$ cat config.mk
export PLATFORM = sky130hd
export DESIGN_NAME = uart_tx_arbiter
export DESIGN_NICKNAME = d
export VERILOG_FILES = /design/src/rtl/uart_tx_arbiter.sv
export SDC_FILE = /design/constraint.sdc
export NUM_CORES = 1
export LEC_CHECK = 0
export ABC_AREA = 1
export BUFFER_PORTS_ARGS = -buffer_cell sky130_fd_sc_hd__buf_2
export CAP_MARGIN = 20
export CORE_UTILIZATION = 48
export DETAILED_ROUTE_END_ITERATION = 10
export GPL_ROUTABILITY_DRIVEN = 1
export PLACE_DENSITY = 0.75
export SETUP_SLACK_MARGIN = 0.5
export SYNTH_ARGS = -nofsm -noshare
export SYNTH_HDL_FRONTEND = slang
export SYNTH_SLANG_ARGS = --single-unit
$ cat constraint.sdc
create_clock -name clk -period 2.7 [get_ports clk]
set_input_delay 0.27 -clock clk [delete_from_list [all_inputs] [get_ports clk]]
set_output_delay 0.27 -clock clk [all_outputs]
set_load 0.05 [all_outputs]
$ cat src/rtl/uart_tx_arbiter.sv
// Round-robin packet arbiter that shares one uart_tx between N_REQ byte-stream requesters.
// A granted requester keeps the UART until its last-flagged byte has left the transmitter.
module uart_tx_arbiter #(
   parameter int unsigned N_REQ   = 4,
   parameter int unsigned MAX_GAP = 1024
) (
   input  logic               clk,
   input  logic               rst,
   input  logic [N_REQ-1:0]   req_valid,
   input  logic [8*N_REQ-1:0] req_data,
   input  logic [N_REQ-1:0]   req_last,
   output logic [N_REQ-1:0]   req_ready,
   output logic               tx_start,
   output logic [7:0]         tx_data,
   input  logic               tx_busy,
   output logic [N_REQ-1:0]   grant,
   output logic               gap_abort
);

   localparam int unsigned IW = $clog2(N_REQ);
   localparam int unsigned CW = (MAX_GAP == 0) ? 1 : $clog2(MAX_GAP + 1);
   localparam logic [CW-1:0] GAP_LAST = CW'((MAX_GAP == 0) ? 0 : MAX_GAP - 1);

   typedef enum logic [1:0] {
      S_IDLE,
      S_START,
      S_SEND,
      S_GAP
   } state_t;

   state_t          state, state_d;
   logic [IW-1:0]   owner, owner_d;
   logic [IW-1:0]   rr_ptr, rr_d;
   logic            last_q, last_d;
   logic [CW-1:0]   gap_cnt, cnt_d;
   logic [N_REQ-1:0] grant_d, ready_d;
   logic            tx_start_d, abort_d;
   logic [7:0]      tx_data_d;

   logic            arb_found;
   logic [IW-1:0]   arb_idx;
   logic            cap;
   logic [IW-1:0]   cap_idx;
   logic [IW-1:0]   owner_next;

   assign owner_next = (owner == IW'(N_REQ - 1)) ? '0 : owner + IW'(1);

   // Search rr_ptr, rr_ptr+1, ... modulo N_REQ for the first valid requester.
   always_comb begin : arb
      int unsigned cand;
      arb_found = 1'b0;
      arb_idx   = '0;
      cand      = 0;
      for (int unsigned k = 0; k < N_REQ; k++) begin
         cand = 32'(rr_ptr) + k;
         if (cand >= N_REQ) cand = cand - N_REQ;
         if (!arb_found && req_valid[IW'(cand)]) begin
            arb_found = 1'b1;
            arb_idx   = IW'(cand);
         end
      end
   end

   always_comb begin
      state_d    = state;
      owner_d    = owner;
      rr_d       = rr_ptr;
      last_d     = last_q;
      cnt_d      = gap_cnt;
      grant_d    = grant;
      tx_start_d = tx_start;
      tx_data_d  = tx_data;
      ready_d    = '0;
      abort_d    = 1'b0;
      cap        = 1'b0;
      cap_idx    = arb_idx;

      case (state)
         S_IDLE: begin
            if (!tx_busy && arb_found) begin
               cap     = 1'b1;
               cap_idx = arb_idx;
            end
         end
         S_START: begin
            if (tx_busy) begin
               tx_start_d = 1'b0;
               state_d    = S_SEND;
            end
         end
         S_SEND: begin
            if (!tx_busy) begin
               if (last_q) begin
                  grant_d = '0;
                  rr_d    = owner_next;
                  state_d = S_IDLE;
               end else begin
                  cnt_d   = '0;
                  state_d = S_GAP;
               end
            end
         end
         S_GAP: begin
            // A byte from the owner beats a timeout landing on the same cycle.
            if (req_valid[owner]) begin
               cap     = 1'b1;
               cap_idx = owner;
            end else begin
               if (gap_cnt != '1) cnt_d = gap_cnt + CW'(1);
               if ((MAX_GAP != 0) && (gap_cnt == GAP_LAST)) begin
                  abort_d = 1'b1;
                  grant_d = '0;
                  rr_d    = owner_next;
                  state_d = S_IDLE;
               end
            end
         end
         default: begin
            state_d    = S_IDLE;
            grant_d    = '0;
            tx_start_d = 1'b0;
            tx_data_d  = '0;
            last_d     = 1'b0;
            cnt_d      = '0;
         end
      endcase

      if (cap) begin
         owner_d    = cap_idx;
         grant_d    = N_REQ'(1) << cap_idx;
         ready_d    = N_REQ'(1) << cap_idx;
         tx_data_d  = req_data[{cap_idx, 3'b000} +: 8];
         last_d     = req_last[cap_idx];
         tx_start_d = 1'b1;
         state_d    = S_START;
      end
   end

   always_ff @(posedge clk or posedge rst) begin
      if (rst) begin
         state     <= S_IDLE;
         owner     <= '0;
         rr_ptr    <= '0;
         last_q    <= 1'b0;
         gap_cnt   <= '0;
         grant     <= '0;
         req_ready <= '0;
         tx_start  <= 1'b0;
         tx_data   <= '0;
         gap_abort <= 1'b0;
      end else begin
         state     <= state_d;
         owner     <= owner_d;
         rr_ptr    <= rr_d;
         last_q    <= last_d;
         gap_cnt   <= cnt_d;
         grant     <= grant_d;
         req_ready <= ready_d;
         tx_start  <= tx_start_d;
         tx_data   <= tx_data_d;
         gap_abort <= abort_d;
      end
   end

endmodule

==> summary.md <==
| Metric | Value |
|---|---|
| Ys Warns | 0 |
| RePlAce Congestion | 0.906 |
| PwrDens | 1380 nW/um^2 |
| Crit-path max FO | 11 |
| Final Core Density | 0.613 |
| Crit path from | rr_ptr[0] |
| Fin. max-slew vios | 0 |
| Flop pwr share | 0.208 |
| Rel. slew slack | 0.693 |
| Vias in the first global route | 2130 |
| ANT cells | 0 |
| Cell Area, Synth | 2390 um^2 |
| Int Pwr | 1.74 mW |
| Die Area | 5270 um^2 |
| Fill cells | 470 |
| Distinct cells, synth | 28 |
| Grt met2 use | 0.368 |
| CP Class | reg -> reg |
| Wirelength per Cell | 12.0 um |
| Total negative slack | 0 ns |
| Grt ovf | 0 |
| Nets | 466 |
| R2r setup slk | 0.65 ns |
| Num CTS Buffers | 5 |
| Ys flop type | dfrtp_1 |
| Hold Vio Cnt, Final | 0 |
| Syn nets | 398 |
| Root Buffer | clkbuf_8 |
| Cell taking the most area after synthesis | dfrtp_1 |
| Drt initial violations | 106 |
| Clock skew | 0.00397 ns |
| Async SR Flop Fraction | 1.00 |
| Max-cap violations | 0 |
| Clock latency reported for the late side of the worst-skew pair | 0.29 ns |
| Combinational Power Share | 0.696 |
| Initial antenna violation count | 0 |
| DP HPWL | 4.10 mm |
| Largest net degree at the start of global routing | 37 |
| Share of cells above drive strength 1 | 0.266 |
| Worst EP required | 2.88 ns |
| Grt met1 use | 0.293 |
| Worst VDD drop | 636 uV |
| CP arrival | 2.24 ns |
| Starting density of the core | 0.503 |
| Final Worst Setup Slack | 0.646 ns |
| Crit. End Element | register |
| Area grow syn2layout | 21.9% |
| Mapped Cells | 349 |
| RR Startpoint | rr_ptr[0] |
| Top-count cell post-synth | nand2_1 |
| Fin crit share | 0.761 |
| H-tree Lvls | 2 |
| Row cnt | 25 |
| Seq/Total Area, Yosys | 0.377 |
| Io pins | 61 |
| Min cycle time layout | 2.05 ns |
| Status | finished, final reports clean |
| Static Leak | 1.68 nW |
| Top Usage Layer GRT | met2 |
| Syn_area_per_cell | 6.85 um^2 |
| CTS sink count | 36 |
| DRC errors left | 0 |
| NetSw | 2.27 mW |
| RSZ-0062 raised after global routing | true |
| Max clock buf depth | 2 |
| DP Worst Slack | 0.409 ns |
| Core Region | 4750 um^2 |
| Peak Freq | 0.487 GHz |
| First-pass GRT wire length | 9.33 mm |
| Vias | 2390 |
| WL final | 5.82 mm |
| FF+latch count, synth | 36 |
| Top cell type's share of synthesized area | 0.377 |
| Critical Path Source Type | register |
| Min-Delay Path Class | in -> async |
| Clock power frac | 0.096 |
| Total Power | 4.01 mW |
| CTS tree | built |
| Count of final setup violators | 0 |
| Total GRT Usage | 0.223 |
| Die Y | 72.6 um |
| Post-synth top cells | nand2_1, dfrtp_1, inv_1 |
| Cells on worst reg2reg path | 14 |
| Post-DR vias/cell | 4.93 |
| Sw Share | 0.565 |
| Number of synthesized flops with an enable pin | 0 |
| Clk slew on worst S/H paths | 0.08 ns |
| Met3 Track Usage GR | 0.0414 |
| Drt first pass iters | 4 |
| Area contributors post-synth | dfrtp_1, nand2_1, nand3_1, inv_1, nand2_2 |
| Die W | 72.6 um |
| IO buf count | 60 |
| Post-route ant nets | 0 |
| Worst-Margin Slew | 0.461 ns |
what timing repair did:
item	in CTS	in global routing
hold buffers	0	0
setup buffers	0	5
gates resized for setup	2	7
endpoints found under the setup margin	17	23
pin swaps	0	2
cloned	0	3
flip-flops by register name, summed over array words and instances (netlist names):
register,cells
rr_ptr,2
req_ready,4
tx_data,8
gap_cnt,11
owner,2
gap_abort,1
last_q,1
state,2
tx_start,1
grant,4
through the flow:
stage | instance area (um^2) | hold slack (ns) | instances
detailed placement | 2730 | 0.407 | 469
global placement | 2730 | 0.389 | 469
CTS | 2820 | 0.0892 | 477
floorplan | 2390 | 0.429 | 349
finish | 2920 | 0.0705 | 485
global route | 2920 | 0.119 | 485
worst max-delay path: stages, from the launching register on:
cell and delay [ns]:
dfrtp_2 0.48, inv_2 0.14, nand2_1 0.10, nand3_2 0.09
nand2_2 0.09, nor2_4 0.15, nand4_1 0.10, nand2_1 0.08
nand2_1 0.05, nand2_1 0.13, clkinvlp_4 0.23, nand2_1 0.13
nand2_1 0.07, nand2_1 0.06, nand2_1 0.04
kinds of logic (layout without fill, tap and decap cells):
family | Yosys count | in the layout | share of synthesized area
AND/OR/NAND/NOR | 227 | 230 | 0.419
buffers and inverters | 45 | 111 | 0.0837
flip-flops | 36 | 36 | 0.377
AO/OA/AOI/OAI | 31 | 31 | 0.0743
adder cells (fa/ha/maj) | 6 | 6 | 0.0314
XOR/XNOR | 4 | 4 | 0.0146
cells in the final DEF (no fill, tap or decap), types with 4 or more instances in the layout:
cell type	synthesis	routed
nand2_1	147	145
buf_2	7	60
dfrtp_1	36	35
nand3_1	31	31
inv_1	32	30
nor2_1	18	18
nand2_2	15	15
o21ai_0	12	12
a21oi_1	8	8
buf_4	0	7
nand3_2	4	6
ha_1	6	5
clkbuf_8	0	5
inv_2	3	4
path summary, 6_finish.rpt:
check / end
worst max register to register: tx_data[3]
worst min register to register: tx_data[6]
worst max-delay path: tx_data[3]
max in group asynchronous: rr_ptr[0]
min in group clk: tx_start
worst min-delay path: tx_data[0]
area by class of cell:
class	instances	area, um^2	area share
timing repair buffer	68	358	0.123
inverter	35	135	0.0464
tap	67	83.8	0.0288
multi-input combinational	271	1350	0.463
clock inverter	3	18.8	0.00644
clock buffer	5	68.8	0.0236
sequential	36	902	0.309
power by group through the flow:
stage / registers [mW] / logic [mW] / clock network (mW)
2_1_floorplan: 1.12 / 1.82 / 0
3_3_place_gp: 0.840 / 2.47 / 0
3_5_place_dp: 0.842 / 2.51 / 0
4_1_cts: 0.836 / 2.53 / 0.394
5_1_grt: 0.856 / 3.12 / 0.417
6_report: 0.835 / 2.79 / 0.385
layer usage:
metal / part of all wire / wire [um] / vias to the layer above
met5: 0 / 0 / -
met4: 0.016 / 94 / 0
met3: 0.048 / 280 / 10
met2: 0.47 / 2720 / 69
met1: 0.47 / 2730 / 1069
li1: - / - / 1242
Note: power is estimated with default switching activity, not from simulation.
